<file path="config.mk">
export PLATFORM = sky130hd
export DESIGN_NAME = alu_overflow_ctrl
export DESIGN_NICKNAME = d
export VERILOG_FILES = /design/src/rtl/alu_ctrl_pkg.sv /design/src/rtl/alu_chunk_add.sv /design/src/rtl/alu_overflow_ctrl.sv
export SDC_FILE = /design/constraint.sdc
export NUM_CORES = 1
export LEC_CHECK = 0
export ABC_AREA = 1
export CAP_MARGIN = 10
export CORE_ASPECT_RATIO = 1.5
export CORE_MARGIN = 2
export CORE_UTILIZATION = 40
export DETAILED_ROUTE_END_ITERATION = 7
export PLACE_DENSITY_LB_ADDON = 0.1
export SLEW_MARGIN = 20
export SYNTH_ARGS = -nofsm -noshare
export SYNTH_HDL_FRONTEND = slang
export SYNTH_SLANG_ARGS = --single-unit
</file>
<file path="constraint.sdc">
create_clock -name clk -period 3.5 [get_ports clk]
set_input_delay 0.35 -clock clk [delete_from_list [all_inputs] [get_ports clk]]
set_output_delay 0.35 -clock clk [all_outputs]
set_load 0.1 [all_outputs]
</file>
<file path="src/rtl/alu_ctrl_pkg.sv">
// Shared types and defaults for the chunked add/subtract overflow controller.
package alu_ctrl_pkg;

  localparam int DEF_WIDTH = 16;
  localparam int DEF_CHUNK = 4;

  typedef enum logic {
    OP_ADD = 1'b0,
    OP_SUB = 1'b1
  } op_e;

  typedef enum logic [2:0] {
    IDLE,
    CALC,
    CHECK,
    TRAP,
    DONE
  } state_e;

endpackage

</file>
<file path="src/rtl/alu_chunk_add.sv">
// CHUNK-bit combinational slice adder; also reports the carry into its MSB so
// the controller can form signed overflow on the final slice.
module alu_chunk_add
  import alu_ctrl_pkg::*;
#(
  parameter int CHUNK = DEF_CHUNK
) (
  input  logic [CHUNK-1:0] a,
  input  logic [CHUNK-1:0] b,
  input  logic             cin,
  output logic [CHUNK-1:0] sum,
  output logic             cout,
  output logic             cmsb
);

  logic [CHUNK:0] full;

  assign full = {1'b0, a} + {1'b0, b} + {{CHUNK{1'b0}}, cin};
  assign sum  = full[CHUNK-1:0];
  assign cout = full[CHUNK];
  // sum MSB = a ^ b ^ carry-in, so the carry into the MSB can be recovered.
  assign cmsb = full[CHUNK-1] ^ a[CHUNK-1] ^ b[CHUNK-1];

endmodule

</file>
<file path="src/rtl/alu_overflow_ctrl.sv">
// Multi-cycle signed add/subtract with overflow flags and an optional trap
// handshake, enabled by defining OVF_TRAP_EN.
module alu_overflow_ctrl
  import alu_ctrl_pkg::*;
#(
  parameter int WIDTH = DEF_WIDTH,
  parameter int CHUNK = DEF_CHUNK
) (
  input  logic             clk,
  input  logic             rst,
  input  logic             start,
  input  logic             op_sub,
  input  logic [WIDTH-1:0] a,
  input  logic [WIDTH-1:0] b,
  input  logic             clr_sticky,
  input  logic             trap_ack,
  output logic             busy,
  output logic             done,
  output logic [WIDTH-1:0] result,
  output logic             ovf,
  output logic             ovf_sticky,
  output logic             trap_req
);

  localparam int NCH = WIDTH / CHUNK;
  localparam int CW  = (NCH > 1) ? $clog2(NCH) : 1;
  localparam logic [CW-1:0] LAST = CW'(NCH - 1);

  state_e           state;
  logic [WIDTH-1:0] a_r;
  logic [WIDTH-1:0] b_r;
  logic [WIDTH-1:0] sum_r;
  logic             carry;
  logic             cmsb_r;
  logic [CW-1:0]    cnt;

  logic [CHUNK-1:0] sl_sum;
  logic             sl_cout;
  logic             sl_cmsb;
  logic             ovf_now;

  alu_chunk_add #(.CHUNK(CHUNK)) u_slice (
    .a    (a_r[cnt*CHUNK +: CHUNK]),
    .b    (b_r[cnt*CHUNK +: CHUNK]),
    .cin  (carry),
    .sum  (sl_sum),
    .cout (sl_cout),
    .cmsb (sl_cmsb)
  );

  // After the last slice, carry holds the MSB carry-out.
  assign ovf_now = cmsb_r ^ carry;

`ifndef OVF_TRAP_EN
  logic unused_trap_ack;
  assign unused_trap_ack = trap_ack;
  assign trap_req = 1'b0;
`endif

  always_ff @(posedge clk or posedge rst) begin
    if (rst) begin
      state      <= IDLE;
      a_r        <= '0;
      b_r        <= '0;
      sum_r      <= '0;
      carry      <= 1'b0;
      cmsb_r     <= 1'b0;
      cnt        <= '0;
      busy       <= 1'b0;
      done       <= 1'b0;
      result     <= '0;
      ovf        <= 1'b0;
      ovf_sticky <= 1'b0;
`ifdef OVF_TRAP_EN
      trap_req   <= 1'b0;
`endif
    end else begin
      done <= 1'b0;
      case (state)
        IDLE: begin
          if (start) begin
            // Subtraction is a + ~b + 1, so the inversion and carry-in are set here.
            a_r   <= a;
            b_r   <= (op_sub == OP_SUB) ? ~b : b;
            carry <= op_sub;
            cnt   <= '0;
            busy  <= 1'b1;
            state <= CALC;
          end
        end
        CALC: begin
          sum_r[cnt*CHUNK +: CHUNK] <= sl_sum;
          carry  <= sl_cout;
          cmsb_r <= sl_cmsb;
          cnt    <= cnt + 1'b1;
          if (cnt == LAST) state <= CHECK;
        end
        CHECK: begin
`ifdef OVF_TRAP_EN
          if (ovf_now) begin
            trap_req <= 1'b1;
            state    <= TRAP;
          end else begin
            done   <= 1'b1;
            result <= sum_r;
            ovf    <= ovf_now;
            state  <= DONE;
          end
`else
          done   <= 1'b1;
          result <= sum_r;
          ovf    <= ovf_now;
          state  <= DONE;
`endif
        end
`ifdef OVF_TRAP_EN
        TRAP: begin
          if (trap_ack) begin
            trap_req <= 1'b0;
            done     <= 1'b1;
            result   <= sum_r;
            ovf      <= ovf_now;
            state    <= DONE;
          end
        end
`endif
        DONE: begin
          busy  <= 1'b0;
          state <= IDLE;
        end
        default: begin
          busy  <= 1'b0;
          state <= IDLE;
        end
      endcase

      // A fresh overflow beats a simultaneous clear request.
      if (state == CHECK && ovf_now) ovf_sticky <= 1'b1;
      else if (clr_sticky)           ovf_sticky <= 1'b0;
    end
  end

endmodule

</file>
==> reports/qor.yml, run 1 <==
status:
  status: "finished, final reports clean"
synthesis:
  synthesis.area_mm2: 0.00353
  synth_area_per_cell_um2: 8.70
  ys_seq_area_share_pct: 53.2
  ys_warn_count: 0
  syn_nets: 455
  synth_seq_cells: 75
  synthTopCellsByArea: "dfrtp_1 53%, nand2_1 14%, o21ai_0 6.4%, xnor2_1 4.2%, inv_1 3.6%"
  netlist_instances: 406
  synthArstFlopShare_pct: 100
  synth_ff_type: "dfrtp_1"
  synth-edff-count: 0
  synth.top_cell.area_share_pct: 53.2
  synth_most_common_cell: "nand2_1"
  synth_cell_type_count: 25
  yosysTopAreaCell: "dfrtp_1"
  synthTopCellsByCount: "134 x nand2_1, 75 x dfrtp_1, 45 x o21ai_0"
timing:
  slew_violations: 0
  fin_skew_ps: 4.97
  fin_crit_ps: 2520
  fmax_ghz: 0.397
  fin_crit_sh_pct: 72.0
  slew_headroom_pct: 35.5
  finalSetupViolations: 0
  tightest_slew_ps: 965
  rsz0062_at_grt: "no"
  hold_viol: 0
  setup_tns_ps: 0
setup_path:
  path_cells: "inv_1, o21ai_0, o22ai_1, fa_1, fa_1, xnor2_1, nor2_1, nand2_1, o22ai_1"
  worstPathMaxFanout: 22
  arrival_ps: 2780
  r2r_cells: 9
  reg2reg_from: "cnt[0]"
  cp_num_buf_inv: 1
  rr_endpoint: "sum_r[14]"
  max_stage_delay_ps: 450
  crit_slowest_cell: "fa_1"
  reg2reg_slack_ps: 980
  crit_type: "reg2reg"
  critPathLaunchType: "flop"
  crit_family: "adder cells"
  required_ps: 3760
  end_kind: "flop"
routing:
  vias_per_cell: 4.73
  wirelength_um: 6950
  wl_per_cell_um: 12.1
  antenna_left: 0
  dr.pass1.iters: 4
  drcViolationCount: 0
  via_count: 2721
  initialDrtViolationCount: 127
floorplanning:
  fp-row-count: 42
  initial_core_util_pct: 40.5
  core_area_mm2: 0.00872
  ios: 59
  die_w_um: 80.7
  fp.dieH_um: 119
  fp.dieArea_mm2: 0.00961
cells_and_area:
  multi_input_area_mm2: 0.00143
  diodes: 0
  finalNetCount: 509
  regArea_mm2: 0.00188
  drive_gt1_share_pct: 6.24
  fin_cells: 575
  final.fill_count: 891
  area_delta_synth_final_pct: 27.3
global_routing:
  grt_antenna_before_repair: 0
  grt_pass1_vias: 2685
  grt_max_degree: 76
  track_usage_pct: 16.6
  grt_pass1_wl_um: 12200
  grt_remaining_overflow: 0
placed_design:
  dp_cells: 559
  port_buffers: 56
  dp_hpwl_um: 4930
  gp_congestion: 0.838
clock_tree:
  numCtsBuffers: 9
  cts_resized: 0
  cts_root_buffer: "clkbuf_16"
  clk_latency_ps: 330
  clock-sinks: 75
  post_cts_buffers: 0
  cts_tree: "done"
  clk_pin_slew_worst_paths_ps: 60
  clockBufferDepth: 2
  holdBufCountCts: 0
  htree_levels: 3
min_path:
  hold_path_class: "in2async"
job:
  maxCapViolCount: 0
layout by cell type, fill, tap and decap left out:
cell             netlist  final
clkbuf_8               0      4
conb_1                 1      1
nand4_2                1      1
nand2_1              134    134
o21ai_1                5      5
inv_4                  1      1
o21ai_0               45     45
o22ai_1               19     19
clkinvlp_4             0      2
nor2_1                15     15
ha_1                   9      9
buf_4                  2      4
nand4_1                2      2
a21oi_1                3      3
xnor2_1               17     17
nor3_1                 2      2
nor3_4                 2      2
buf_12                 0      1
inv_2                  2      3
nor2_8                 1      1
clkbuf_16              0      9
fa_1                   2      2
xor2_1                 1      1
clkdlybuf4s50_1        0     56
clkinv_2               0      1
dfrtp_1               75     75
nand3_1               16     16
inv_1                 34     33
clkinv_1               1      1
metal layers:
metal | global-route usage [%] | vias up | routed length, um
met1 | 19.2 | 1261 | 2910
li1 | - | 1405 | -
met2 | 28.5 | 41 | 3660
met5 | 0 | - | 0
met4 | 7.31 | 0 | 153
met3 | 4.09 | 14 | 225
worst register-to-register path, cell delays in order (launching register included):
cell and delay, ps:
dfrtp_1 340, inv_1 280, o21ai_0 260, o22ai_1 130, fa_1 450, fa_1 420
xnor2_1 170, nor2_1 130, nand2_1 120, o22ai_1 150
final cells by class:
type / instances / area share [%]
Sequential cell: 75 / 41.7
Clock inverter: 3 / 0.445
Multi-Input combinational cell: 275 / 31.7
Clock buffer: 13 / 6.23
Timing Repair Buffer: 61 / 13.6
Inverter: 38 / 3.23
Tap cell: 110 / 3.06
kinds of logic (layout without fill, tap and decap cells):
family / after synthesis / in the layout / synth area share, %
xor+xnor: 18 / 18 / 4.46
flops: 75 / 75 / 53.2
fa+ha+maj: 11 / 11 / 4.32
other cells: 1 / 1 / 0.106
compound gates: 72 / 72 / 10.9
buf+inv: 56 / 115 / 6.48
simple gates: 173 / 173 / 20.6
per-stage QoR:
| step | instance area [um2] | hold WS, ps | worst slack, ps | utilization [%] |
|---|---|---|---|---|
| 2_1_floorplan | 3530 | 443 | 1010 | - |
| 3_3_place_gp | 4200 | 456 | 999 | 48.1 |
| 3_5_place_dp | 4200 | 461 | 945 | 48.1 |
| 4_1_cts | 4500 | 443 | 933 | 51.5 |
| 5_1_grt | 4500 | 468 | 752 | 51.5 |
| 6_report | 4500 | 420 | 980 | 51.5 |
worst max-delay path by stage:
stage / endpoint / from / cells after the start / slack (ps)
6_report: sum_r[14] / cnt[0] / 9 / 980
5_1_grt: sum_r[14] / cnt[0] / 9 / 750
4_1_cts: sum_r[14] / cnt[0] / 9 / 930
3_5_place_dp: sum_r[14] / cnt[0] / 9 / 940
3_3_place_gp: sum_r[14] / cnt[0] / 9 / 1000
2_1_floorplan: sum_r[14] / cnt[0] / 11 / 1010
state kept, by name (all words and copies together), names as in the netlist:
signal / cells
carry: 1
busy: 1
result: 16
ovf: 1
a_r: 16
cmsb_r: 1
sum_r: 16
state: 3
cnt: 2
b_r: 16
ovf_sticky: 1
done: 1
Power of run 1 is not shown: default switching activity piles up to over one toggle a cycle in this logic, so the estimate is an artifact.
==> run 2: changes to the inputs <==
- clock period: 3.5 -> 2.05 ns (I/O delays scaled with it)
==> reports/qor.yml, run 2 (synthesized netlist as in run 1, its figures left out) <==
timing:
  timing.final.ws_setup_ps: -118
  fin_crit_ps: 2170
  rsz0062_at_grt: "yes"
  fmax_ghz: 0.461
  slew_headroom_pct: 46.8
  finalSetupViolations: 7
  setup_tns_ps: -606
  slew_violations: 0
  fin_skew_ps: 3.03
  hold_viol: 0
  fin_crit_sh_pct: 106
  tightest_slew_ps: 797
routing:
  drcViolationCount: 0
  initialDrtViolationCount: 103
  vias_per_cell: 4.71
  wl_per_cell_um: 12.4
  via_count: 2795
  wirelength_um: 7330
  dr.pass1.iters: 4
  antenna_left: 0
setup_path:
  required_ps: 2270
  worstPathMaxFanout: 5
  reg2reg_slack_ps: -120
  crit_family: "adder cells"
  crit_slowest_cell: "dfrtp_2"
  end_kind: "flop"
  cp_num_buf_inv: 2
  arrival_ps: 2380
  cp.depth: 10
  max_stage_delay_ps: 450
  crit_type: "reg2reg"
  path_cells: "buf_6, nor2_1, o22ai_2, fa_2, fa_2, buf_4, nand3_2, a21oi_2, a21oi_2, o21ai_1"
  critPathLaunchType: "flop"
  r2r_cells: 10
  rr_endpoint: "carry"
  reg2reg_from: "cnt[0]"
global_routing:
  grt_use_met1_pct: 20.1
  grt_remaining_overflow: 0
  grt_antenna_before_repair: 0
  track_usage_pct: 17.0
  grt_pass1_vias: 2745
  grtUsageMet2_pct: 28.3
  grt_util_met3_pct: 5.00
  grt_max_degree: 76
  busiest_layer: "met2"
  grt_pass1_wl_um: 12500
clock_tree:
  clock-sinks: 75
  cts_tree: "done"
  numCtsBuffers: 9
  clk_latency_ps: 330
  htree_levels: 3
  clockBufferDepth: 2
  cts_root_buffer: "clkbuf_16"
  holdBufCountCts: 0
  clk_pin_slew_worst_paths_ps: 60
cells_and_area:
  diodes: 0
  area_delta_synth_final_pct: 34.4
  regArea_mm2: 0.00188
  layout_commonest_cell: "nand2_1"
  fin_cells: 593
  finalNetCount: 527
  final.fill_count: 851
  multi_input_area_mm2: 0.00155
  mostFrequentLayoutCells: "131 x nand2_1, 74 x dfrtp_1, 39 x buf_4, 36 x clkdlybuf4s50_1, 33 x o21ai_0"
  drive_gt1_share_pct: 20.3
placed_design:
  port_buffers: 56
  gp_congestion: 0.786
  dp_cells: 574
  dp_hpwl_um: 5280
status:
  status: "complete, but fails checks"
  violations: "negative setup slack"
floorplanning:
  core_area_mm2: 0.00872
  initial_core_util_pct: 40.5
  die_w_um: 80.7
  fp-row-count: 42
  fp.dieArea_mm2: 0.00961
  fp.dieH_um: 119
  ios: 59
min_path:
  hold_path_class: "in2async"
job:
  maxCapViolCount: 0
-- run 2: what timing repair did --
| action | in CTS | in global routing |
|---|---|---|
| setup buffers | 2 | 1 |
| pin swaps | 15 | 6 |
| resized for setup | 16 | 21 |
| setup endpoints to repair | 14 | 14 |
-- run 2: how the worst max path moves through the flow --
stage                endpoint  slack, ps    from
floorplan           sum_r[14]       -210  cnt[0]
global placement    sum_r[14]       -150  cnt[0]
detailed placement   sum_r[6]       -210  cnt[0]
CTS                 sum_r[14]       -120  cnt[0]
global route        sum_r[14]       -240  cnt[0]
finish                  carry       -120  cnt[0]
-- run 2: cell type report --
| cell class | count | area share (%) |
|---|---|---|
| well taps | 110 | 2.90 |
| multi-input cells | 275 | 32.7 |
| clock buffers | 12 | 5.61 |
| inverters | 38 | 3.19 |
| repair buffers | 79 | 15.1 |
| flip-flops and latches | 75 | 39.6 |
| clock inverters | 4 | 1.00 |
-- run 2: stage by stage --
stage	cell area [um2]	setup slack (ps)	utilization (%)	hold WS (ps)
final	4750	-118	54.4	305
after global routing	4750	-243	54.4	381
after CTS	4680	-124	53.7	350
after detailed placement	4300	-214	49.2	463
after global placement	4300	-153	49.2	459
after floorplan	3580	-215	-	314
-- run 2: per-layer routing --
metal  part of all wire (%)  up-vias  wire (um)
met1                     41     1283       3030
met2                     52       52       3840
met5                      0        -          0
met3                    3.7       14        270
met4                    2.4        0        177
li1                       -     1446          -
-- run 2: tightest hold or removal path: stages --
cell             delay (ps)
clkdlybuf4s50_1         440
clkinvlp_4              100
buf_12                  300
Power of run 2 is left out for the same reason.
